<file path="src/rtl/rvc_asap_vga_mem_arb.sv">
// Arbiter/sequencer for the single-port VGA memory: display has priority, core
// has a bounded wait. Decodes core byte addresses and routes 1-cycle read data.
module rvc_asap_vga_mem_arb #(
  parameter logic [31:0] VGA_BASE  = 32'h8000,
  parameter int          MEM_WORDS = 9600,
  parameter int          ADDR_W    = 14,
  parameter int          MAX_WAIT  = 4
) (
  input  logic              Clock,
  input  logic              Rst,
  input  logic              CoreReq,
  input  logic              CoreWrEn,
  input  logic [31:0]       CoreAddr,
  input  logic [3:0]        CoreByteEn,
  input  logic [31:0]       CoreWrData,
  output logic              CoreGnt,
  output logic              CoreRdValid,
  output logic [31:0]       CoreRdData,
  output logic              CoreErr,
  input  logic              DispReq,
  input  logic [ADDR_W-1:0] DispAddr,
  output logic              DispGnt,
  output logic              DispRdValid,
  output logic [31:0]       DispRdData,
  output logic              MemEn,
  output logic              MemWrEn,
  output logic [ADDR_W-1:0] MemAddr,
  output logic [3:0]        MemByteEn,
  output logic [31:0]       MemWrData,
  input  logic [31:0]       MemRdData
);

  typedef enum logic [1:0] {
    TAG_NONE = 2'd0,
    TAG_CORE = 2'd1,
    TAG_DISP = 2'd2
  } ret_tag_e;

  logic [31:0] core_offset;
  logic [31:0] core_index;
  logic        core_illegal;
  logic        core_win;
  logic        core_gnt;
  logic        disp_gnt;
  logic [3:0]  wait_cnt;
  logic [3:0]  wait_cnt_next;
  ret_tag_e    tag;
  ret_tag_e    tag_next;
  logic        zero_q;
  logic        zero_next;

  assign core_offset  = CoreAddr - VGA_BASE;
  assign core_index   = core_offset >> 2;
  assign core_illegal = (CoreAddr < VGA_BASE) ||
                        (core_index >= 32'(MEM_WORDS)) ||
                        (CoreAddr[1:0] != 2'b00);

  // Core wins when the display is idle or the core has waited long enough.
  assign core_win = ~DispReq || (wait_cnt >= 4'(MAX_WAIT));
  assign core_gnt = ~Rst & CoreReq & core_win;
  assign disp_gnt = ~Rst & DispReq & ~(CoreReq & core_win);

  assign CoreGnt = core_gnt;
  assign DispGnt = disp_gnt;
  assign CoreErr = core_gnt & core_illegal;

  always_comb begin
    wait_cnt_next = wait_cnt;
    if (!CoreReq || core_gnt) begin
      wait_cnt_next = 4'd0;
    end else if (disp_gnt) begin
      wait_cnt_next = wait_cnt + 4'd1;
    end
  end

  always_comb begin
    MemEn     = 1'b0;
    MemWrEn   = 1'b0;
    MemAddr   = '0;
    MemByteEn = 4'h0;
    MemWrData = 32'h0;
    if (disp_gnt) begin
      MemEn     = 1'b1;
      MemAddr   = DispAddr;
      MemByteEn = 4'hF;
    end else if (core_gnt && !core_illegal) begin
      MemEn     = 1'b1;
      MemWrEn   = CoreWrEn;
      MemAddr   = core_index[ADDR_W-1:0];
      MemByteEn = CoreWrEn ? CoreByteEn : 4'hF;
      MemWrData = CoreWrData;
    end
  end

  // Illegal loads still return, but with the data forced to zero.
  always_comb begin
    tag_next  = TAG_NONE;
    zero_next = 1'b0;
    if (disp_gnt) begin
      tag_next = TAG_DISP;
    end else if (core_gnt && !CoreWrEn) begin
      tag_next  = TAG_CORE;
      zero_next = core_illegal;
    end
  end

  always_ff @(posedge Clock) begin
    if (Rst) begin
      wait_cnt <= 4'd0;
      tag      <= TAG_NONE;
      zero_q   <= 1'b0;
    end else begin
      wait_cnt <= wait_cnt_next;
      tag      <= tag_next;
      zero_q   <= zero_next;
    end
  end

  assign CoreRdValid = ~Rst & (tag == TAG_CORE);
  assign DispRdValid = ~Rst & (tag == TAG_DISP);
  assign CoreRdData  = (CoreRdValid && !zero_q) ? MemRdData : 32'h0;
  assign DispRdData  = DispRdValid ? MemRdData : 32'h0;

endmodule
</file>
<file path="config.mk">
export PLATFORM = sky130hd
export DESIGN_NAME = rvc_asap_vga_mem_arb
export DESIGN_NICKNAME = d
export VERILOG_FILES = /design/src/rtl/rvc_asap_vga_mem_arb.sv
export SDC_FILE = /design/constraint.sdc
export NUM_CORES = 1
export LEC_CHECK = 0
export CORE_AREA = 5 5 91 93
export CTS_BUF_LIST = sky130_fd_sc_hd__clkbuf_4
export DETAILED_ROUTE_END_ITERATION = 12
export DIE_AREA = 0 0 96 98
export DONT_BUFFER_PORTS = 1
export PLACE_DENSITY = 0.35
export SLEW_MARGIN = 20
export SYNTH_ARGS = -nofsm -noshare
export SYNTH_HDL_FRONTEND = slang
export SYNTH_SLANG_ARGS = --single-unit
export TNS_END_PERCENT = 5
</file>
<file path="constraint.sdc">
create_clock -name Clock -period 3 [get_ports Clock]
set_input_delay 0.45 -clock Clock [delete_from_list [all_inputs] [get_ports Clock]]
set_output_delay 0.45 -clock Clock [all_outputs]
set_load 0.01 [all_outputs]
</file>
Word level (Yosys, flattened, before mapping)
Cells that the tools add are included.

cells by class
  add/sub/neg operators = 2
  mux-type cells = 15
  $lt $le $gt $ge = 3
  equality and inequality tests = 2
  bitwise logic cells = 12
  reduce and logical (&&, ||, !) cells = 15

operator list
  cell                                                                 number
  two-way mux 32 bit                                                   4
  less-than comparator 32 x 16 -> 1 bit, second input constant         1
  subtractor 32 x 16 -> 32 bit, second input constant                  1
  greater-or-equal comparator 30 x 14 -> 1 bit, second input constant  1
  two-way mux 14 bit                                                   2
  two-way mux 4 bit                                                    3
  bitwise AND 1 bit                                                    8
  two-way mux 1 bit                                                    5
  adder 4 x 1 -> 4 bit, second input constant                          1
  greater-or-equal comparator 4 x 3 -> 1 bit, second input constant    1
  logical NOT 1 bit                                                    4
  logical OR 1 bit                                                     4
  NOT 1 bit                                                            4
  OR reduction 2 bit                                                   2
  logical AND 1 bit                                                    3
  OR reduction 3 bit                                                   1
  equality test 2 x 1 -> 1 bit, second input constant                  1
  equality test 2 bit, second input constant                           1
  two-way mux 2 bit                                                    1
  nonzero test 2 bit                                                   1

word-level totals
  input bits = 119
  register bits after elaboration = 7
  word-level logic and storage cells = 53
  output and inout bits = 121

Depth between registers and ports, before layout
  word-level depth = 8
  mapped depth = 9
  gate-level depth less buffers = 7

Least setup slack after synthesis
OpenSTA, ideal clock, no wires.

  path kind = input-to-output
  start = input CoreAddr[24]
  end = output MemWrData[10]
  buffers on the path = 2
  data required time = 2.550 ns
  arrival = 2.193 ns
  setup slack = 0.357 ns
  stages = 7
  path through = nor4_1 -> nand4_1 -> xor2_1 -> nand4bb_1 -> buf_2 -> buf_2 -> nor3_1

on the way
  cells in the longest elaborated chain, start to end = 8
  elaborated cells on any way between the ends = 9
  those cells by class = add/sub (1); order compare (2); mux (2); reduce/logical (4)

ends and longest elaborated chain
  item                                          line  source
  start: declaration                            13    input logic [31:0] CoreAddr,
  subtractor 32 x 16 -> 32 bit                  52    assign core_offset = CoreAddr - VGA_BASE;
  greater-or-equal comparator 30 x 14 -> 1 bit  55    (core_index >= 32'(MEM_WORDS)) ||
  logical OR 1 bit *                            54    assign core_illegal = (CoreAddr < VGA_BASE) ||
  logical OR 1 bit *                            55
  logical NOT 1 bit *                           86    end else if (core_gnt && !core_illegal) begin
  logical AND 1 bit *                           86
  two-way mux 32 bit *                          86
  two-way mux 32 bit *                          82    if (disp_gnt) begin
  end: declaration                              29    output logic [31:0] MemWrData,

Mark *: on every way between the ends. The rest lies on a longest branch, timed or not.

Worst setup path after layout
  start = input CoreAddr[15]
  end = output MemAddr[2]

on the way
  cells in the longest elaborated chain, start to end = 8
  elaborated cells on any way between the ends = 9
  those cells by class = add/sub (1); order compare (2); mux (2); reduce/logical (4)

ends and longest elaborated chain
  item                                          line  source
  subtractor 32 x 16 -> 32 bit                  52
  greater-or-equal comparator 30 x 14 -> 1 bit  55
  logical OR 1 bit *                            54
  logical OR 1 bit *                            55
  logical NOT 1 bit *                           86
  logical AND 1 bit *                           86
  two-way mux 14 bit *                          86
  two-way mux 14 bit *                          82
  end: declaration                              27    output logic [ADDR_W-1:0] MemAddr,

Marked as above.

==> metrics.txt <==
status=completed; Post-synth top cells=65 x and2_1, 39 x inv_1, 35 x nor3_1; crit path max-delay cell type=or4b_2; Cells after Synth=274; share of layout cells above drive strength 1=25.0%; Die Span X=96 um; worst skew pair latency=0.26 ns; Worst EP arrival=between 2 and 2.5 ns; top-count cell post-synth=and2_1; Initial Util=23.6%; Final Max Tran Viols=0; net count after synthesis=395; total power=~300 uW; pwr dens=roughly 130 nW/um^2; Hold Path End=wait_cnt[2]$_SDFFE_PP0P_; fin crit period=2.78 ns; source of the worst register-to-register timing path=wait_cnt[2]$_SDFFE_PP0P_; CP max stage delay=0.70 ns; PortBufs=0; global-route wire length before repair=~11000 um; Util after Layout=30.3%; vias in the first global route=~2000; clk_skew=0.00115 ns; top post-synthesis cells by area=and2_1 23%, nor3_1 10%, inv_1 8.3%, dfxtp_1 8.0%, o31ai_2 5.7%; wire per inst=19.3 um; post-synthesis cell type count=42; post-route setup TNS=0 ns; critical hold path startpoint=CoreReq; Slew headroom=56.7%; internal reg-to-reg setup slack=roughly 1.9 ns; register bit total from synthesis=7; Finished Cell Area=2260 sq um; via density per instance=4.93; Area after DPL=roughly 2200 sq um; P&R area growth vs syn=28.7%; Yosys top cell area share=around 23%; Hold Crit Depth=2; LEAKAGE=0.000949 uW; DRC viols=0; final WL=slightly below 8000 um; core area=7450 sq um; Clock Tree Buf Depth=2; row count=32; Max-cap violations=0; Clock transition at path regs=0.06 ns; yosys warns=0; maximum vdd drop=0.0740 mV; Tcrit/Tclk final=92.6%; worst hold-check slack=0.377 ns; Pre-antenna DRT Iters=4; CTS tree=built; cell area after synthesis=1750 sq um; cell mode on critical path=buf_4; Crit Path Max Fanout=14; HPWL Detailed=6820 um; io pins=240; Worst EP required=2.55 ns; number of antenna-violating nets in the routed design=0; crit path kind=in2out; worst slew pin tran=0.648 ns; post-CTS setup buffers=0; unrepaired setup endpoints after global routing=false; Critical Path Sink Type=output pin; number of enable flip-flop cells after synthesis=0; worst min path class=in2reg; fraction of registers with async set/reset=0%; final setup vio count=0; top_reg_cell synth=dfxtp_1; sequential area share after synthesis=under 10%; Reg2Reg Capture Point=zero_q$_SDFF_PP0_; Avg Cell Area, Syn=6.40 sq um; Synth area leader=and2_1; Sink Count=7; Fin. Hold Viols=0; root buffer cell=clkbuf_4; TritonCTS buffer count=3; worst reg2reg path depth=4; number of diodes=0; crit path cell chain=or4b_2 -> nor4_2 -> a2111oi_4 -> nand3_1 -> buf_4 -> o31ai_1 -> buf_4; cts hold-fix bufs=0; via count=2020; max frequency=360 MHz; nets@finish=430; Startpoint Class=input pin; total gr overflow=0; GPL Wtd Cong=0.792; drt initial violations=53; pin count of the biggest net entering global routing=37; initial antenna violation count=0; H-tree levels=1; full die area=9410 sq um; Die Y=98 um; GRT Total Usage=15.5%
## report_power, final
group	switching (uW)	internal [uW]	total, uW
logic	71.6	45.7	117
registers	1.16	95.8	97.0
clock network	40.7	49.0	89.7
## metrics by stage
stage	setup WS [ns]	instances
detailed placement	0.114	406
CTS	0.108	410
floorplan	0.357	274
global route	0.0418	410
finish	0.221	410
global placement	0.241	406
## registers in the layout (all words and copies together), names as in the netlist
register / cells
tag: 2
wait_cnt: 4
zero_q: 1
## layer usage
metal  wire, um  up-vias  global-route usage (%)
met4         19        0                    1.42
met5          0        -                       0
li1           -      981                       -
met2       4520      106                    31.6
met1       2720      931                    16.0
met3        662        2                    3.31
## cell type report
cell class,count,area [sq um]
flip-flops and latches,7,140
well taps,102,128
multi-input cells,206,1390
repair buffers,52,428
clock buffers,3,22.5
inverters,39,146
fillers,842,5190
clock inverters,1,5.00
## cell usage in the layout, fill, tap and decap left out, drive strengths merged
cell type,Yosys,layout
o31a,2,2
clkbuf,11,3
conb,1,1
a2111oi,1,1
nand4b,1,1
or4b,1,1
buf,11,52
or3b,1,1
a21o,1,1
nor4b,2,2
and2,65,65
nor3b,2,2
clkinv,0,1
o211ai,4,4
nand2b,2,2
xor2,4,4
nand4bb,1,1
nor2,5,5
o31ai,18,18
or4,2,2
o221ai,1,1
o21ai,2,2
nor4,5,5
nand4,2,2
nor2b,2,2
ha,2,2
xnor2,1,1
nor3,36,36
dfxtp,7,7
o21a,2,2
nand3,19,19
nand2,18,18
a21oi,3,3
inv,39,39
## critical path, delay by kind of cell
kind / cells / cell delay [ns]
simple gates: 3 / 1.26
compound gates: 2 / 0.19
buf+inv: 2 / 0.42
## how the worst max path moves through the flow
| stage | end | depth (start not counted) | start | slack (ns) |
|---|---|---|---|---|
| after floorplan | MemWrData[10] | 7 | CoreAddr[24] | 0.36 |
| final | MemAddr[2] | 7 | CoreAddr[15] | 0.22 |
| after global placement | MemAddr[1] | 9 | CoreAddr[15] | 0.24 |
| after global routing | MemAddr[1] | 9 | CoreAddr[15] | 0.04 |
| after CTS | MemAddr[1] | 7 | CoreAddr[15] | 0.11 |
| after detailed placement | MemAddr[0] | 7 | CoreAddr[15] | 0.11 |
## cells by family after synthesis
kind of cell	Yosys count	synth area share [%]
xor gates and xnor gates	5	2.50
and+or+nand+nor	164	54.5
other	1	0.214
adders and majority gates	2	1.43
DFF	7	7.99
buffers and inverters	61	15.0
AOI/OAI and AO/OA	34	18.4
## repair_timing
action                     4_1_cts  5_1_grt
setup endpoints to repair        0        8
gates resized for setup          0        4
hold endpoints to repair         0        0
Power figures use the tool's default switching activity.
